File: src/rtl/mips_fetch_pkg.sv
// Shared types and constants for the instruction-fetch sequencer.
package mips_fetch_pkg;

  typedef enum logic [1:0] {
    IDLE,
    RUN,
    HALTED
  } fetch_state_t;

  localparam logic [5:0] OPC_RTYPE = 6'h00;
  localparam logic [5:0] FUNCT_SYSCALL = 6'h0C;
  localparam int unsigned WORD_BYTES = 4;

  function automatic logic is_syscall(input logic [31:0] word);
    return (word[31:26] == OPC_RTYPE) && (word[5:0] == FUNCT_SYSCALL);
  endfunction

endpackage

File: src/rtl/fetch_queue.sv
// Two-entry FIFO holding {instruction, pc} pairs between fetch and decode.
module fetch_queue #(
  parameter int unsigned WIDTH = 64
) (
  input  logic             clk,
  input  logic             rst_n,
  input  logic             push,
  input  logic             pop,
  input  logic             flush,
  input  logic [WIDTH-1:0] din,
  output logic [1:0]       count,
  output logic [WIDTH-1:0] head
);

  logic [WIDTH-1:0] entry_q [2];
  logic             rd_q;
  logic             wr_q;
  logic [1:0]       count_q;

  always_ff @(posedge clk or negedge rst_n) begin
    if (!rst_n) begin
      entry_q[0] <= '0;
      entry_q[1] <= '0;
      rd_q       <= 1'b0;
      wr_q       <= 1'b0;
      count_q    <= 2'd0;
    end else if (flush) begin
      rd_q    <= 1'b0;
      wr_q    <= 1'b0;
      count_q <= 2'd0;
    end else begin
      if (push) begin
        entry_q[wr_q] <= din;
        wr_q          <= ~wr_q;
      end
      if (pop) begin
        rd_q <= ~rd_q;
      end
      // Simultaneous push and pop leaves occupancy unchanged, including when full.
      count_q <= count_q + 2'(push) - 2'(pop);
    end
  end

  assign count = count_q;
  assign head  = entry_q[rd_q];

endmodule

File: src/rtl/fetch_sequencer.sv
// Fetch controller: owns the PC, reads instruction memory and feeds decode through a
// 2-entry queue; handles start, redirect, SYSCALL halt and out-of-range fault.
module fetch_sequencer
  import mips_fetch_pkg::*;
#(
  parameter logic [31:0] RESET_PC  = 32'h0000_0000,
  parameter int unsigned MEM_WORDS = 256
) (
  input  logic        clk,
  input  logic        rst_n,
  input  logic        start,
  output logic [31:0] imem_addr,
  input  logic [31:0] imem_data,
  input  logic        redirect,
  input  logic [31:0] redirect_pc,
  output logic        instr_valid,
  input  logic        instr_ready,
  output logic [31:0] instr_out,
  output logic [31:0] instr_pc,
  output logic        halted,
  output logic        fault,
  output logic [31:0] fetch_count
);

  // 33 bits so MEM_WORDS*4 = 2^32 still compares correctly.
  localparam logic [32:0] PC_LIMIT = 33'(MEM_WORDS * WORD_BYTES);

  fetch_state_t state_q, state_d;
  logic [31:0]  pc_q, pc_d;
  logic         fault_q, fault_d;
  logic [31:0]  count_q, count_d;

  logic         q_push, q_pop, q_flush;
  logic [1:0]   q_count;
  logic [63:0]  q_head;
  logic         dec_take;
  logic         push_ok;
  logic         pc_oob;

  fetch_queue #(
    .WIDTH(64)
  ) u_queue (
    .clk  (clk),
    .rst_n(rst_n),
    .push (q_push),
    .pop  (q_pop),
    .flush(q_flush),
    .din  ({imem_data, pc_q}),
    .count(q_count),
    .head (q_head)
  );

  assign instr_valid = (q_count != 2'd0);
  assign dec_take    = instr_valid & instr_ready;
  assign push_ok     = (q_count < 2'd2) | dec_take;
  assign pc_oob      = ({1'b0, pc_q} >= PC_LIMIT);

  always_comb begin
    state_d = state_q;
    pc_d    = pc_q;
    fault_d = fault_q;
    count_d = count_q;
    q_push  = 1'b0;
    q_pop   = dec_take;
    q_flush = 1'b0;
    unique case (state_q)
      IDLE: begin
        if (redirect) pc_d = {redirect_pc[31:2], 2'b00};
        if (start) state_d = RUN;
      end
      RUN: begin
        if (redirect) begin
          // Flush wins over any handshake decode sees this cycle.
          q_flush = 1'b1;
          q_pop   = 1'b0;
          pc_d    = {redirect_pc[31:2], 2'b00};
        end else if (push_ok) begin
          if (pc_oob) begin
            fault_d = 1'b1;
            state_d = HALTED;
          end else begin
            q_push  = 1'b1;
            pc_d    = pc_q + 32'(WORD_BYTES);
            count_d = count_q + 32'd1;
            if (is_syscall(imem_data)) state_d = HALTED;
          end
        end
      end
      HALTED: ;
      default: state_d = IDLE;
    endcase
  end

  always_ff @(posedge clk or negedge rst_n) begin
    if (!rst_n) begin
      state_q <= IDLE;
      pc_q    <= {RESET_PC[31:2], 2'b00};
      fault_q <= 1'b0;
      count_q <= 32'd0;
    end else begin
      state_q <= state_d;
      pc_q    <= pc_d;
      fault_q <= fault_d;
      count_q <= count_d;
    end
  end

  assign imem_addr   = pc_q;
  assign instr_out   = instr_valid ? q_head[63:32] : 32'd0;
  assign instr_pc    = instr_valid ? q_head[31:0] : 32'd0;
  assign halted      = (state_q == HALTED);
  assign fault       = fault_q;
  assign fetch_count = count_q;

endmodule

File: config.mk
export PLATFORM = sky130hd
export DESIGN_NAME = fetch_sequencer
export DESIGN_NICKNAME = d
export VERILOG_FILES = /design/src/rtl/mips_fetch_pkg.sv /design/src/rtl/fetch_queue.sv /design/src/rtl/fetch_sequencer.sv
export SDC_FILE = /design/constraint.sdc
export NUM_CORES = 1
export LEC_CHECK = 0
export ABC_AREA = 1
export BUFFER_PORTS_ARGS = -buffer_cell sky130_fd_sc_hd__buf_2
export CAP_MARGIN = 0
export CORE_AREA = 2 2 167 169
export DETAILED_ROUTE_END_ITERATION = 10
export DIE_AREA = 0 0 169 171
export PLACE_DENSITY = 0.67
export REMOVE_ABC_BUFFERS = 1
export SYNTH_ARGS = -nofsm -noshare
export SYNTH_HDL_FRONTEND = slang
export SYNTH_SLANG_ARGS = --single-unit
File: constraint.sdc
create_clock -name clk -period 2.53 [get_ports clk]
set_input_delay 0.253 -clock clk [delete_from_list [all_inputs] [get_ports clk]]
set_output_delay 0.253 -clock clk [all_outputs]
set_load 0.1 [all_outputs]
# == Word level (Yosys, flattened, before mapping) ==
# Cells that the tools add are included.
# totals
ff_bits,199
input_bits,69
wordCells,83
# classes
reduce_logical,13
addsub,4
order_cmp,5
eq_ne,10
bitwise,10
muxes,32
# op_table
cell,count
64-bit two-way mux,4
32-bit two-way mux,6
128-bit bitwise mux,1
64-bit demux with 1-bit select,1
32-bit one-hot mux with 2 select lines,1
32-bit by 1-bit adder with 32-bit output (second input constant),1
32-bit by 3-bit adder with 32-bit output (second input constant),1
32-bit by 11-bit greater-or-equal comparator with 1-bit output (second input constant),1
1-bit two-way mux,12
2-bit two-way mux,6
4-bit AND reduction,3
3-bit inequality test (second input constant),3
2-bit inequality test (second input constant),4
2-bit nonzero test,4
6-bit by 4-bit == test with 1-bit output (second input constant),1
6-bit logical NOT,1
1-bit inverter,6
2-bit one-hot mux with 3 select lines,1
5-bit AND reduction,1
2-bit greater-or-equal comparator (second input constant),2
1-bit inverter with 2-bit output,2
2-bit by 1-bit adder with 2-bit output,1
2-bit by 1-bit == test with 1-bit output (second input constant),1
2-bit == test (second input constant),1
other kinds (8),9

# == Longest topological paths before layout ==
# Gate-level depths: netlist (run 1).
# logic_depth
ltp_word,9
ltp_mapped,12
mapped_depth_nobuf,11

# == Cells and area by module ==
# A second synthesis (run 1) with hierarchy kept.
# unflattened
hier_cells,1454
area_unflattened_um2,11217.0
# by_module_without_submodules
module,seq_area_each_um2,instances,area_each_um2,cells_each
fetch_queue,3303.2,1,6093.3,573
fetch_sequencer,1626.6,1,5123.7,881

# == Worst setup path after synthesis (run 1) ==
# No wires, ideal clock.
# synth_timing
path_kind,register to output
from,"reg u_queue.count_q[1], in the netlist u_queue.count[1]"
to,out instr_out[30]
t_arrival_ns,3.264
setup_slack_ns,-0.987
path_stages_with_launch,6
t_required_ns,2.277
path_buffers,1
cell_sequence,dfrtp_1 > nor2_2 > inv_1 > clkbuf_1 > o21ai_0 > a21oi_1
# synth_via
elab_chain_cells,2
# synth_rtl
item,line,text
from (decl),fetch_queue.sv:18,logic [1:0] count_q;
from (signal assigned),fetch_queue.sv:40,count_q <= count_q + 2'(push) - 2'(pop);
2-bit nonzero test,fetch_sequencer.sv:53,assign instr_valid = (q_count != 2'd0);
named net instr_valid,fetch_sequencer.sv:16,"output logic instr_valid,"
32-bit two-way mux,fetch_sequencer.sv:109,assign instr_out = instr_valid ? q_head[63:32] : 32'd0;
to (decl),fetch_sequencer.sv:18,"output logic [31:0] instr_out,"
# The timed path passes the listed nets, and every way through them passes these cells.

# == Worst setup path after layout (run 1) ==
# layout_timing
from,reg u_queue.rd_q
to,out instr_pc[23]
# layout_via
elab_chain_cells,5
# layout_rtl
item,line,text
from (decl),fetch_queue.sv:16,logic rd_q;
from (signal assigned),fetch_queue.sv:37,rd_q <= ~rd_q;
1-bit inverter with 2-bit output (implied by the code),fetch_queue.sv:45,assign head = entry_q[rd_q];
64-bit two-way mux (implied by the code) (3 in series),fetch_queue.sv:45,
32-bit two-way mux,fetch_sequencer.sv:110,assign instr_pc = instr_valid ? q_head[31:0] : 32'd0;
to (decl),fetch_sequencer.sv:19,"output logic [31:0] instr_pc,"
# Every way passes these cells. The select of a mux whose other input is x is not followed.

==> run_results.csv, run 1 <==
group,metric,value,unit
outcome,status,"finished clean",
logic_synthesis,sequential_share_of_the_synthesized_area,47.3,%
place,port-buffer-count,193,
logic_synthesis,synth_top_area_share,47.3,%
power,power.combinational.fraction,51.8,%
power,power_switching,7.60,mW
detailed_routing,ant_nets,0,
logic_synthesis,mappedNetlistArea,10200,sq um
clock_network,htree_num_levels,4,
setup_path,timing.critical_path.required,2.28,ns
setup_path,critPathCaptureType,"output port",
logic_synthesis,ys_ff_latch,193,
sta,hold_ws,0.0266,ns
clock_network,cts_num_sinks,193,
logic_synthesis,synth-compound-area-share,10.8,%
detailed_routing,drt_pre_antenna_iters,5,
power,cellPowerDensity,1100,nW/um^2
logic_synthesis,postSynth.asyncResetShare,100,%
clock_network,cts_max_path_buffers,2,
sta,min_period,2.41,ns
logic_synthesis,synth-simple-area-share,30.5,%
hold_path,worst_hold_path_type,"primary input to flop",
sta,setup-tns-final,0,ns
power,p_int,5.87,mW
floorplanning,dieArea,28900,sq um
layout,final_nets,1679,
global_route,largest_net_degree_at_the_start_of_global_routing,81,
layout,fraction_of_layout_instances_using_a_drive_strength_above_1,17.6,%
logic_synthesis,share_of_synthesized_cell_area_in_full_adder_half_adder_and_majority_cells,0.613,%
sta,worst_clock_skew,0.0160,ns
power,clk_pwr_share,19.5,%
job,number_of_maximum_capacitance_violations,0,
place,gpl.final_weighted_congestion,0.879,
place,place_worst_setup_slack,0.295,ns
power,netSwitchingFraction,56.4,%
logic_synthesis,synth-edff-count,0,
logic_synthesis,postSynthCellCount,1428,
setup_path,reg2reg_to,"u_queue.entry_q[52]",
clock_network,cts_tree,"yes",
floorplanning,dieHeight,171,um
setup_path,slowest_delay,0.64,ns
detailed_routing,drt_iter0_drc,692,
power,irDropWorstVdd,0.873,mV
floorplanning,core-area,27300,sq um
detailed_routing,viasPerCell,4.85,
sta,endpoints_failing_setup,0,
sta,timing.final.crit_share,95.2,%
power,power.total,13.5,mW
hold_path,timing.hold.worst.start,"imem_data[25]",
setup_path,path_cells,"inv_1 > buf_4 > nand2_1 > a21oi_1 > buf_2",
sta,tightest_slew,0.620,ns
setup_path,cp_max_fo,30,
clock_network,ctsRootBufferMaster,"sky130_fd_sc_hd__clkbuf_16",
global_route,grt_pass1_vias,8977,
global_route,gr-usage-all-layers,19.6,%
logic_synthesis,synthesis.area_per_instance,7.15,sq um
logic_synthesis,post_synth_main_area_contributors,"sky130_fd_sc_hd__dfrtp_1 (47%), sky130_fd_sc_hd__nand2_1 (20%), sky130_fd_sc_hd__inv_1 (5.5%)",
logic_synthesis,synthMostInstantiatedCell,"sky130_fd_sc_hd__nand2_1",
setup_path,r2r-start,"imem_addr[30]",
sta,timing_max_transition_violations_final,0,
setup_path,critPathTopFamily,"buffers and inverters",
detailed_routing,route.vias.total,9516,
hold_path,worst_hold_path.endpoint,"u_queue.entry_q[121]",
hold_path,hold_path_depth,3,
logic_synthesis,netlist-cell-type-count,24,
setup_path,reg2regPathDepth,11,
sta,final_hold_viol_count,0,
setup_path,cp-start-kind,"flop",
sta,setup_ws,0.121,ns
power,cellLeakagePower,6.57,nW
layout,area_growth,19.5,%
layout,final_cell_count_no_fill,1964,
sta,fmax,415,MHz
power,seqPwrFrac,28.7,%
clock_network,post_cts.repair.setup_buffers,0,
setup_path,timing.critical_path.slowest_stage_cell,"sky130_fd_sc_hd__dfrtp_4",
floorplanning,design.portCount,200,
sta,relSlewSlack,58.5,%
layout,insertedDiodeCount,0,
logic_synthesis,synth.yosys.warnings,0,
logic_synthesis,synthTopCellsByCount,"sky130_fd_sc_hd__nand2_1 (536), sky130_fd_sc_hd__dfrtp_1 (193), sky130_fd_sc_hd__inv_1 (149), sky130_fd_sc_hd__nor2_1 (118), sky130_fd_sc_hd__o21ai_0 (106)",
logic_synthesis,synth_top_flop_cell,"sky130_fd_sc_hd__dfrtp_1",
detailed_routing,post_drt_wl_per_cell,14.2,um
detailed_routing,wl,27900,um
floorplanning,die_x_extent,169,um
floorplanning,std_cell_rows,61,
logic_synthesis,synth_xor_xnor_area_share,2.14,%
floorplanning,start_util,37.4,%
logic_synthesis,synth_top_family_by_area,"simple AND/OR/NAND/NOR gates",
clock_network,clock_insertion_delay_worst_skew,0.44,ns
logic_synthesis,leading_area_contributor_after_synthesis,"sky130_fd_sc_hd__dfrtp_1",
global_route,global_route.overflow_total,0,
setup_path,crit_arrival,2.16,ns
sta,grt_setup_unrepaired,"false",
global_route,antenna_found_initial,0,
setup_path,cp.buffers_inverters,3,
setup_path,setup.worst_path.class,"flop to output port",
setup_path,cp.depth,5,
clock_network,clkSlewWorstSetupHoldPaths,0.08,ns
global_route,grt_first_pass_wirelength,45500,um
setup_path,reg2reg_slack,0.30,ns
detailed_routing,drt_drc_violations_left,0,
clock_network,cts-buffers-inserted,17,
place,place_inst,1931,
place,post-dp-hpwl,19400,um
logic_synthesis,mux_contribution_to_synthesized_area,0,%
[power groups by stage]
stage                     clock network (mW)  logic (mW)  registers (mW)
after global routing                    2.82        7.37            3.93
after CTS                               2.70        6.97            3.87
after detailed placement                   0        6.96            3.92
final                                   2.62        6.98            3.86
after global placement                     0        6.92            3.92
after floorplan                            0        3.72            5.57
[final cells by class]
class,count,area [sq um]
inverters,153,574
repair buffers,221,1280
well taps,346,433
multi-input cells,1019,4520
flip-flops and latches,193,4830
clock inverters,13,119
clock buffers,19,443
fillers,2868,15100
[routing by layer]
layer,GRT usage (%),up-vias,share of wire (%)
met5,0,-,0
met4,4.91,0,1.3
met3,3.52,27,4.9
met2,32.1,253,47
met1,27.0,4456,47
li1,-,4780,-
[cells by family (layout without fill, tap and decap cells)]
logic type / after synthesis / count (layout)
AND/OR/NAND/NOR: 766 / 766
AO/OA/AOI/OAI: 219 / 219
buffers and inverters: 219 / 406
flip-flops: 193 / 193
XOR/XNOR: 25 / 25
adder cells (fa/ha/maj): 5 / 5
other: 1 / 4
[worst max-delay path by stage]
stage	to	startpoint	slack, ns
2_1_floorplan	instr_out[0]	u_queue.rd_q	-1.16
3_3_place_gp	u_queue.entry_q[56]	imem_addr[26]	0.34
3_5_place_dp	u_queue.entry_q[47]	imem_addr[28]	0.30
4_1_cts	instr_out[22]	u_queue.rd_q	0.01
5_1_grt	instr_pc[16]	u_queue.rd_q	0.002
6_report	instr_pc[23]	u_queue.rd_q	0.12
[worst reg2reg max path: stages, from the launching register on]
cell and delay [ns]:
sky130_fd_sc_hd__dfrtp_1 0.44, sky130_fd_sc_hd__nor2_1 0.12, sky130_fd_sc_hd__nand2_1 0.08, sky130_fd_sc_hd__nor2_1 0.13, sky130_fd_sc_hd__nand2_1 0.12, sky130_fd_sc_hd__nor2_4 0.20, sky130_fd_sc_hd__nand2_4 0.07, sky130_fd_sc_hd__buf_4 0.29
sky130_fd_sc_hd__nor2_4 0.17, sky130_fd_sc_hd__buf_12 0.32, sky130_fd_sc_hd__nand2_1 0.13, sky130_fd_sc_hd__o21ai_1 0.08
[stage by stage]
stage          util (%)  cell area [sq um]
2_1_floorplan         -               9920
3_3_place_gp       42.4              11600
3_5_place_dp       42.4              11600
4_1_cts            44.5              12200
5_1_grt            44.7              12200
6_report           44.7              12200
[sequential cells by signal (all words and copies together) (netlist names)]
register and count:
fault 1, imem_addr 30, u_queue.entry_q 124, u_queue.rd_q 1, fetch_count 32, state_q 2
u_queue.count 2, u_queue.wr_q 1
[cells in the final DEF, fill, tap and decap left out, types with 3 or more instances in the layout]
master | synthesis | routed
sky130_fd_sc_hd__nand2_1 | 536 | 536
sky130_fd_sc_hd__dfrtp_1 | 193 | 192
sky130_fd_sc_hd__buf_2 | 21 | 176
sky130_fd_sc_hd__inv_1 | 149 | 149
sky130_fd_sc_hd__nor2_1 | 118 | 118
sky130_fd_sc_hd__o21ai_0 | 106 | 106
sky130_fd_sc_hd__a21oi_1 | 70 | 70
sky130_fd_sc_hd__nand3_1 | 56 | 56
sky130_fd_sc_hd__o21ai_1 | 40 | 40
sky130_fd_sc_hd__buf_4 | 9 | 23
sky130_fd_sc_hd__or2_2 | 18 | 18
sky130_fd_sc_hd__clkbuf_16 | 0 | 17
sky130_fd_sc_hd__xor2_1 | 16 | 16
sky130_fd_sc_hd__clkbuf_4 | 0 | 15
sky130_fd_sc_hd__nor3_1 | 11 | 11
sky130_fd_sc_hd__xnor2_1 | 9 | 9
sky130_fd_sc_hd__nand3b_1 | 9 | 9
sky130_fd_sc_hd__nand4_1 | 8 | 8
sky130_fd_sc_hd__nor2_4 | 5 | 6
sky130_fd_sc_hd__ha_1 | 5 | 5
sky130_fd_sc_hd__inv_8 | 0 | 5
sky130_fd_sc_hd__clkinv_4 | 0 | 5
sky130_fd_sc_hd__inv_2 | 4 | 4
sky130_fd_sc_hd__conb_1 | 1 | 4
sky130_fd_sc_hd__buf_12 | 0 | 4
sky130_fd_sc_hd__nor2_2 | 4 | 3
sky130_fd_sc_hd__o21bai_1 | 3 | 3
[what timing repair did]
item / 4_1_cts / 5_1_grt
gates resized for setup: 1 / 16
pin swaps: 0 / 0
hold buffers: 1 / 0
hold endpoints to repair: 23 / 0
setup endpoints to repair: 1 / 20
(Power assumes the default switching activity.)
==> run 2, diff against run 1 <==
- SETUP_SLACK_MARGIN: not set -> 0.2
==> run_results.csv, run 2 (same netlist as run 1, synthesis figures left out) <==
group,metric,value,unit
outcome,status,"finished clean",
layout,number_of_flip_flops_in_the_largest_register,124,
sta,setup-tns-final,0,ns
sta,tightest_slew,0.618,ns
sta,final_hold_viol_count,0,
setup_path,critPathTopFamily,"buffers and inverters",
detailed_routing,ant_nets,0,
hold_path,timing.hold.worst.start,"imem_data[25]",
layout,final_design_area_no_fill,12400,sq um
setup_path,critPathCaptureType,"output port",
setup_path,slowest_delay,0.56,ns
setup_path,reg2reg_to,"u_queue.entry_q[9]",
clock_network,ctsRootBufferMaster,"sky130_fd_sc_hd__clkbuf_16",
detailed_routing,drt_drc_violations_left,0,
layout,multiInputGateArea,4520,sq um
layout,final_cell_count_no_fill,1969,
place,place_inst,1931,
power,p_int,6.00,mW
layout,finalCoreUtilization,45.5,%
global_route,global_route.overflow_total,0,
layout,largest-register,"u_queue.entry_q",
detailed_routing,wl,29300,um
sta,timing_max_transition_violations_final,0,
setup_path,path_cells,"buf_6 > o21ai_0 > a21oi_1 > buf_4",
sta,min_period,2.17,ns
hold_path,worst_hold_path.endpoint,"u_queue.entry_q[121]",
place,port-buffer-count,193,
place,gpl.final_weighted_congestion,0.879,
hold_path,hold_path_depth,3,
global_route,antenna_found_initial,0,
detailed_routing,route.vias.total,9561,
detailed_routing,met3WireLength,1350,um
layout,insertedDiodeCount,0,
global_route,grt_first_pass_wirelength,45600,um
clock_network,cts_num_sinks,193,
global_route,grt_pass1_vias,9015,
power,irDropWorstVdd,0.873,mV
power,clk_pwr_share,19.3,%
power,cellPowerDensity,1100,nW/um^2
global_route,largest_net_degree_at_the_start_of_global_routing,81,
sta,endpoints_failing_setup,0,
floorplanning,dieArea,28900,sq um
sta,setup_ws,0.361,ns
sta,timing.final.crit_share,85.7,%
power,netSwitchingFraction,56.0,%
floorplanning,dieHeight,171,um
floorplanning,start_util,37.4,%
detailed_routing,drt_pre_antenna_iters,5,
layout,area_growth,21.8,%
detailed_routing,viasPerCell,4.86,
sta,relSlewSlack,58.6,%
clock_network,cts_max_path_buffers,2,
floorplanning,core-area,27300,sq um
hold_path,worst_hold_path_type,"primary input to flop",
detailed_routing,post_drt_wl_per_cell,14.9,um
layout,fraction_of_layout_instances_using_a_drive_strength_above_1,17.9,%
global_route,gr-usage-all-layers,19.6,%
setup_path,cp.buffers_inverters,2,
floorplanning,die_x_extent,169,um
clock_network,htree_num_levels,4,
setup_path,cp-start-kind,"flop",
setup_path,timing.critical_path.required,2.28,ns
setup_path,timing.critical_path.slowest_stage_cell,"sky130_fd_sc_hd__dfrtp_4",
sta,fmax,461,MHz
place,placed_area,11600,sq um
layout,most-common-layout-cells,"sky130_fd_sc_hd__nand2_1 (535), sky130_fd_sc_hd__dfrtp_1 (192), sky130_fd_sc_hd__inv_1 (148)",
power,power_switching,7.63,mW
power,seqPwrFrac,28.1,%
setup_path,cp_max_fo,34,
place,post-dp-hpwl,19400,um
sta,worst_clock_skew,0.0160,ns
layout,layout_commonest_cell,"sky130_fd_sc_hd__nand2_1",
job,number_of_maximum_capacitance_violations,0,
setup_path,r2r-start,"imem_addr[30]",
floorplanning,design.portCount,200,
sta,grt_setup_unrepaired,"false",
layout,seq_area,4830,sq um
clock_network,cts-buffers-inserted,17,
clock_network,clock_insertion_delay_worst_skew,0.44,ns
clock_network,clkSlewWorstSetupHoldPaths,0.08,ns
detailed_routing,route.top_layer_used,"met4",
detailed_routing,wirelength_met1,13900,um
setup_path,reg2reg_slack,0.40,ns
place,place_worst_setup_slack,0.295,ns
layout,n_fill_cell,2843,
floorplanning,std_cell_rows,61,
power,power.combinational.fraction,52.6,%
clock_network,cts_tree,"yes",
detailed_routing,drt_iter0_drc,735,
setup_path,crit_arrival,1.92,ns
setup_path,setup.worst_path.class,"flop to output port",
setup_path,reg2regPathDepth,12,
layout,final_nets,1684,
detailed_routing,detailroute.wirelength.met2,13700,um
power,cellLeakagePower,6.63,nW
[run 2: cell count changes in the layout (fill, tap and decap cells not counted)]
| cell | change |
|---|---|
| sky130_fd_sc_hd__buf_4 | +37 |
| sky130_fd_sc_hd__inv_1 | -1 |
| sky130_fd_sc_hd__buf_8 | +1 |
| sky130_fd_sc_hd__clkbuf_16 | +2 |
| sky130_fd_sc_hd__buf_2 | -40 |
| sky130_fd_sc_hd__nand2_2 | +1 |
| sky130_fd_sc_hd__clkbuf_4 | -7 |
| sky130_fd_sc_hd__nand2_1 | -1 |
| sky130_fd_sc_hd__buf_12 | +1 |
| sky130_fd_sc_hd__buf_6 | +11 |
| sky130_fd_sc_hd__inv_2 | +1 |
[run 2: through the flow]
| stage | total power [mW] | hold WS, ns |
|---|---|---|
| after detailed placement | 10.9 | 0.157 |
| after floorplan | 9.29 | -0.0426 |
| after CTS | 13.7 | 0.00998 |
| final | 13.6 | 0.0288 |
| after global routing | 14.3 | 0.0148 |
| after global placement | 10.8 | 0.152 |
[run 2: timing repair]
action,CTS,global route
pin swaps,0,1
hold endpoints to repair,23,0
cloned,0,3
buffers inserted,0,2
gates resized for setup,49,23
hold buffers,1,0
setup endpoints to repair,46,128
[run 2: worst max-delay path by stage]
stage                     start             endpoint  slack, ns  cells past startpoint
6_report           u_queue.rd_q        instr_out[22]       0.36                      4
5_1_grt           imem_addr[31]  u_queue.entry_q[36]       0.21                     12
4_1_cts        u_queue.count[1]        instr_out[25]       0.20                      6
3_5_place_dp      imem_addr[28]  u_queue.entry_q[47]       0.30                     11
3_3_place_gp      imem_addr[26]  u_queue.entry_q[56]       0.34                     11
2_1_floorplan      u_queue.rd_q         instr_out[0]      -1.16                      2
[run 2: power groups by stage]
stage / Combinational (mW) / Clock, mW / Sequential (mW)
2_1_floorplan: 3.72 / 0 / 5.57
6_report: 7.17 / 2.63 / 3.84
5_1_grt: 7.56 / 2.82 / 3.90
3_5_place_dp: 6.96 / 0 / 3.92
3_3_place_gp: 6.92 / 0 / 3.92
4_1_cts: 7.08 / 2.70 / 3.87
[run 2: worst reg2reg max path, stage by stage (launching register included)]
cell and delay [ns]:
sky130_fd_sc_hd__dfrtp_1 0.44, sky130_fd_sc_hd__nor2_1 0.12, sky130_fd_sc_hd__nand2_1 0.08, sky130_fd_sc_hd__nor2_1 0.14, sky130_fd_sc_hd__nand2_1 0.12, sky130_fd_sc_hd__nor2_4 0.20, sky130_fd_sc_hd__nand2_4 0.07, sky130_fd_sc_hd__buf_6 0.23
sky130_fd_sc_hd__nor2_4 0.16, sky130_fd_sc_hd__buf_12 0.13, sky130_fd_sc_hd__clkbuf_16 0.20, sky130_fd_sc_hd__nand2_1 0.07, sky130_fd_sc_hd__o21ai_1 0.08
[run 2: layer usage]
layer	up-vias	global-route usage, %
met3	23	3.52
met1	4529	27.0
met5	-	0
met2	225	32.3
li1	4784	-
met4	0	4.91
[run 2: layout make-up]
class / count / area share [%]
tap: 346 / 3.48
multi-input combinational: 1019 / 36.3
inverter: 153 / 4.62
timing repair buffer: 226 / 12.2
clock buffer: 19 / 3.56
clock inverter: 13 / 0.956
sequential: 193 / 38.9
